===== src/rtl/temp_pkg.sv =====
// Shared types and sizes for the temperature sweep generator.
package temp_pkg;

    localparam int TEMP_W    = 8;
    localparam int HITS_W    = 9;
    localparam int DWELL_DEF = 4;

    typedef enum logic [1:0] {
        IDLE  = 2'd0,
        SWEEP = 2'd1,
        DONE  = 2'd2
    } state_t;

endpackage


===== src/rtl/dwell_timer.sv =====
// Dwell counter: counts 0..DWELL-1 while enabled, wraps on terminal count.
// tc_o flags the last cycle of each dwell period; clr_i forces the count to 0.
module dwell_timer #(
    parameter int DWELL = 4
) (
    input  logic clk_i,
    input  logic rst_i,
    input  logic clr_i,
    input  logic en_i,
    output logic tc_o
);

    localparam logic [7:0] TC_VAL = 8'(DWELL - 1);

    logic [7:0] cnt_q;
    logic [7:0] cnt_d;

    assign tc_o = en_i && (cnt_q == TC_VAL);

    always_comb begin
        cnt_d = cnt_q;
        if (clr_i) begin
            cnt_d = '0;
        end else if (en_i) begin
            cnt_d = tc_o ? 8'd0 : cnt_q + 8'd1;
        end
    end

    always_ff @(posedge clk_i or posedge rst_i) begin
        if (rst_i) begin
            cnt_q <= '0;
        end else begin
            cnt_q <= cnt_d;
        end
    end

endmodule


===== src/rtl/temp_sweep_gen.sv =====
// Sweeps a temperature code lo..hi in steps, holding each for DWELL cycles,
// and records how many codes tripped the indicator plus the first/last tripping code.
module temp_sweep_gen
    import temp_pkg::*;
#(
    parameter int DWELL = DWELL_DEF
) (
    input  logic              clk_i,
    input  logic              rst_i,
    input  logic              start_i,
    input  logic [TEMP_W-1:0] lo_i,
    input  logic [TEMP_W-1:0] hi_i,
    input  logic [3:0]        step_i,
    input  logic              ind_i,
    output logic [TEMP_W-1:0] temp_o,
    output logic              busy_o,
    output logic              done_o,
    output logic [HITS_W-1:0] hits_o,
    output logic              any_hit_o,
    output logic [TEMP_W-1:0] first_hit_o,
    output logic [TEMP_W-1:0] last_hit_o
);

    state_t            state_q, state_d;
    logic [TEMP_W-1:0] temp_q, temp_d;
    logic [TEMP_W-1:0] hi_q, hi_d;
    logic [3:0]        step_q, step_d;
    logic [HITS_W-1:0] hits_q, hits_d;
    logic              any_hit_q, any_hit_d;
    logic [TEMP_W-1:0] first_hit_q, first_hit_d;
    logic [TEMP_W-1:0] last_hit_q, last_hit_d;

    logic              sweeping;
    logic              dwell_end;
    logic [TEMP_W:0]   next_sum;

    assign sweeping = (state_q == SWEEP);

    dwell_timer #(
        .DWELL (DWELL)
    ) u_dwell (
        .clk_i (clk_i),
        .rst_i (rst_i),
        .clr_i (!sweeping),
        .en_i  (sweeping),
        .tc_o  (dwell_end)
    );

    // Nine-bit sum so a step past 255 reads as "beyond hi" instead of wrapping.
    assign next_sum = {1'b0, temp_q} + {5'b0, step_q};

    always_comb begin
        state_d     = state_q;
        temp_d      = temp_q;
        hi_d        = hi_q;
        step_d      = step_q;
        hits_d      = hits_q;
        any_hit_d   = any_hit_q;
        first_hit_d = first_hit_q;
        last_hit_d  = last_hit_q;

        case (state_q)
            IDLE: begin
                if (start_i) begin
                    hi_d        = hi_i;
                    step_d      = (step_i == 4'd0) ? 4'd1 : step_i;
                    hits_d      = '0;
                    any_hit_d   = 1'b0;
                    first_hit_d = '0;
                    last_hit_d  = '0;
                    if (lo_i > hi_i) begin
                        state_d = DONE;
                    end else begin
                        temp_d  = lo_i;
                        state_d = SWEEP;
                    end
                end
            end
            SWEEP: begin
                if (dwell_end) begin
                    if (ind_i) begin
                        hits_d     = hits_q + 9'd1;
                        any_hit_d  = 1'b1;
                        last_hit_d = temp_q;
                        if (!any_hit_q) begin
                            first_hit_d = temp_q;
                        end
                    end
                    if (next_sum > {1'b0, hi_q}) begin
                        state_d = DONE;
                    end else begin
                        temp_d = next_sum[TEMP_W-1:0];
                    end
                end
            end
            DONE: begin
                state_d = IDLE;
            end
            default: begin
                state_d = IDLE;
            end
        endcase
    end

    always_ff @(posedge clk_i or posedge rst_i) begin
        if (rst_i) begin
            state_q     <= IDLE;
            temp_q      <= '0;
            hi_q        <= '0;
            step_q      <= 4'd1;
            hits_q      <= '0;
            any_hit_q   <= 1'b0;
            first_hit_q <= '0;
            last_hit_q  <= '0;
        end else begin
            state_q     <= state_d;
            temp_q      <= temp_d;
            hi_q        <= hi_d;
            step_q      <= step_d;
            hits_q      <= hits_d;
            any_hit_q   <= any_hit_d;
            first_hit_q <= first_hit_d;
            last_hit_q  <= last_hit_d;
        end
    end

    assign temp_o      = temp_q;
    assign busy_o      = sweeping;
    assign done_o      = (state_q == DONE);
    assign hits_o      = hits_q;
    assign any_hit_o   = any_hit_q;
    assign first_hit_o = first_hit_q;
    assign last_hit_o  = last_hit_q;

endmodule


===== config.mk =====
export PLATFORM = sky130hd
export DESIGN_NAME = temp_sweep_gen
export DESIGN_NICKNAME = d
export VERILOG_FILES = /design/src/rtl/temp_pkg.sv /design/src/rtl/dwell_timer.sv /design/src/rtl/temp_sweep_gen.sv
export SDC_FILE = /design/constraint.sdc
export NUM_CORES = 1
export LEC_CHECK = 0
export CAP_MARGIN = 10
export CORE_AREA = 2 2 87 81
export CTS_CLUSTER_SIZE = 14
export DETAILED_ROUTE_END_ITERATION = 8
export DIE_AREA = 0 0 89 83
export GPL_TIMING_DRIVEN = 0
export PLACE_DENSITY = 0.72
export SYNTH_ARGS = -nofsm -noshare
export SYNTH_HDL_FRONTEND = slang
export SYNTH_SLANG_ARGS = --single-unit

===== constraint.sdc =====
create_clock -name clk_i -period 5.5 [get_ports clk_i]
set_clock_uncertainty 0.1 [all_clocks]
set_input_delay 1.65 -clock clk_i [delete_from_list [all_inputs] [get_ports clk_i]]
set_output_delay 1.65 -clock clk_i [all_outputs]
set_load 0.01 [all_outputs]

==> impl_metrics.csv <==
group,metric,value,unit
clocking,cts_tree,"done",
clocking,htreeDepth,2,
grt,grt_usage,21.3,%
pwr,seqPwrFrac,30.6,%
yosys,yosysSeqAreaShare,44.7,%
grt,grt_max_degree,40,
floorplan,ios,60,
layout,post-route-util,61.8,%
floorplan,dieHeight,83,µm
grt,grt_pass1_vias,2623,
pwr,power.density,592,nW/µm²
grt,grt_overflow,0,
timing,finalHoldViolCount,0,
timing,layout_worst_path_cycle_share,79.9,%
clocking,clkTransAtPathRegs,0.10,ns
pwr,netSwitchingFraction,42.5,%
pwr,total_leakage_power,1.78,nW
timing,fmax,228,MHz
flow_run,max_cap_violations,0,
critical_path,end_kind,"primary output",
timing,max_slew_margin,62.8,%
critical_path,critPathKind,"register to primary output",
outcome,outcome,"finished, final reports clean",
timing,finalMaxSlewViolations,0,
critical_path,critical_path_arrival,2.64,ns
yosys,synth_fa_ha_area_share,9.42,%
yosys,syn_area,3140,µm²
clocking,clockBufferDepth,2,
yosys,synth_cell_types,47,
placed_design,dp_hpwl,5610,µm
placed_design,port_buffers,59,
pwr,combinationalPowerShare,56.9,%
yosys,synth_cells,333,
yosys,synthArstFlopShare,100,%
clocking,ctsResizeCount,0,
placed_design,place_congestion,0.850,
critical_path,crit_fanout,10,
yosys,synth_compound_area_share,17.8,%
floorplan,die-area,7390,µm²
critical_path,cp-start-kind,"register",
yosys,synth-main-ff-cell,"dfrtp_1",
layout,fillers,576,
detailed_routing,ant_nets,0,
yosys,synth_edf_count,0,
yosys,avgSynthCellArea,9.42,µm²
clocking,root_buffer,"clkbuf_8",
yosys,synth_top_family_by_area,"compound AO/OA/AOI/OAI gates",
clocking,insertion_delay,0.31,ns
detailed_routing,wl_per_cell,15.0,µm
pwr,p_int,1.36,mW
timing,setup_violations,0,
floorplan,num_rows,28,
detailed_routing,drt-met1-wl,3580,µm
layout,nNetsFinal,447,
detailed_routing,dr_wl_met2,3500,µm
timing,fin_setup_tns,0,ns
detailed_routing,vias,2623,
pwr,p_switching,1.00,mW
pwr,ir_drop,0.343,mV
yosys,ys_warn_count,0,
layout,n_antenna_cell,0,
yosys,ys_ff_latch,56,
clocking,cts_setup_buffers,0,
detailed_routing,drtIter0Drc,110,
yosys,yosys.area_share.simple,16.6,%
timing,finalCriticalPeriod,4.39,ns
timing,rsz0062_at_grt,"no",
detailed_routing,met3_length,239,µm
clocking,cts_hold_buf,0,
placed_design,dp.cells,483,
yosys,syn_nets,380,
grt,antenna_found_initial,0,
detailed_routing,wl,7380,µm
critical_path,worstPathRequired,3.75,ns
floorplan,core_area,6450,µm²
layout,fin_cells,491,
timing,timing.hold.ws,0.366,ns
floorplan,die_w,89,µm
grt,grt_pass1_wl,12700,µm
detailed_routing,vias_per_cell,5.34,
yosys,synth-xor-area-share,3.35,%
timing,tightest_slew,0.558,ns
pwr,p_clk_share,12.6,%
yosys,synthMuxAreaShare,2.71,%
layout,drive_above_1_share,6.73,%
clocking,cts.sinks,56,
detailed_routing,highest_layer,"met4",
detailed_routing,first_pass_iters,4,
min_path,hp-class,"register to register",
floorplan,start_util,48.6,%
layout,area_growth,27.1,%
detailed_routing,drc_errors,0,
clocking,cts_buffers,5,
[worst max-delay path: stages (launching register included)]
cell	delay, ns
dfrtp_1	0.48
inv_1	0.19
nor2_2	0.37
clkbuf_1	0.42
buf_2	0.30
clkdlybuf4s50_1	0.57
[power by group through the flow]
stage          Sequential (mW)  Combinational, mW  Clock, mW
6_report                 0.721               1.34      0.296
5_1_grt                  0.744               1.52      0.319
4_1_cts                  0.721               1.35      0.302
3_5_place_dp             0.728               1.34          0
3_3_place_gp             0.723               1.30          0
2_1_floorplan            0.731              0.859          0
[per-stage QoR]
stage	instance area [µm²]	worst slack, ns	power (mW)
2_1_floorplan	3140	2.01	1.59
3_3_place_gp	3840	1.33	2.02
3_5_place_dp	3860	1.45	2.07
4_1_cts	3990	1.09	2.37
5_1_grt	3990	0.936	2.58
6_report	3990	1.11	2.36
[layout make-up]
class                           instances  area [µm²]  share of cell area, %
Multi-Input combinational cell        235        1560                   39.2
Buffer                                 11        52.6                   1.32
Clock inverter                          1        30.0                  0.754
Sequential cell                        56        1400                   35.2
Tap cell                               90         113                   2.83
Inverter                               31         116                   2.92
Timing Repair Buffer                   60         611                   15.3
Clock buffer                            7        96.3                   2.42
[per-layer routing]
metal / up-vias / GRT usage [%]
li1: 1293 / -
met1: 1276 / 31.2
met2: 46 / 33.6
met3: 8 / 3.28
met4: 0 / 4.21
met5: - / 0
[logic make-up after synthesis]
| logic type | count (synthesis) |
|---|---|
| simple gates | 111 |
| compound gates | 81 |
| flops | 56 |
| mux | 8 |
| buf+inv | 42 |
| xor+xnor | 12 |
| fa+ha+maj | 23 |
[registers in the layout (all words and copies together) (netlist names)]
| name | flops |
|---|---|
| hits_o | 9 |
| u_dwell.cnt_q | 8 |
| first_hit_o | 8 |
| any_hit_o | 1 |
| step_q | 4 |
| temp_o | 8 |
| state_q | 2 |
| last_hit_o | 8 |
| hi_q | 8 |
[final timing paths]
| path | slack, ns | start | depth (start not counted) | endpoint |
|---|---|---|---|---|
| max | 1.11 | state_q[0] | 5 | busy_o |
| min | 0.37 | u_dwell.cnt_q[0] | 1 | u_dwell.cnt_q[0] |
| max reg2reg | 1.57 | temp_o[0] | 12 | temp_o[6] |
| min reg2reg | 0.37 | u_dwell.cnt_q[0] | 1 | u_dwell.cnt_q[0] |
| max in group asynchronous | 3.21 | rst_i | 3 | temp_o[0] |
| min in group asynchronous | 1.54 | rst_i | 2 | last_hit_o[4] |
[cell usage after synthesis (2+ instances only)]
cell type / count / area (µm²)
a211oi_1: 3 / 22.5
xor2_1: 6 / 52.6
nand4_1: 2 / 12.5
mux2_2: 4 / 45.0
o32a_1: 3 / 30.0
and3_1: 6 / 37.5
mux2i_1: 4 / 40.0
a21oi_1: 10 / 50.1
dfrtp_1: 55 / 1380
a22o_1: 3 / 26.3
inv_1: 31 / 116
or3_1: 2 / 12.5
o22a_1: 6 / 52.6
a21o_1: 4 / 30.0
a211o_1: 2 / 17.5
xnor2_1: 6 / 52.6
ha_1: 22 / 275
nand2_1: 39 / 146
o21ai_0: 34 / 170
nand2b_1: 3 / 18.8
nor3_1: 7 / 35.0
o211a_1: 3 / 30.0
nand3_1: 18 / 90.1
a31oi_1: 5 / 31.3
clkbuf_1: 7 / 26.3
buf_2: 3 / 15.0
nor2_1: 25 / 93.8
[placed cells by master (no fill, tap or decap), types with 5 or more instances in the layout]
cell	n
nand3_1	18
nand2_1	39
nor2_1	25
clkdlybuf4s50_1	59
ha_1	22
xor2_1	6
a31oi_1	5
a21oi_1	10
clkbuf_1	7
clkbuf_8	7
xnor2_1	6
o22a_1	6
and3_1	6
dfrtp_1	55
nor3_1	7
inv_1	30
o21ai_0	34
Note: power is estimated with default switching activity, not from simulation.
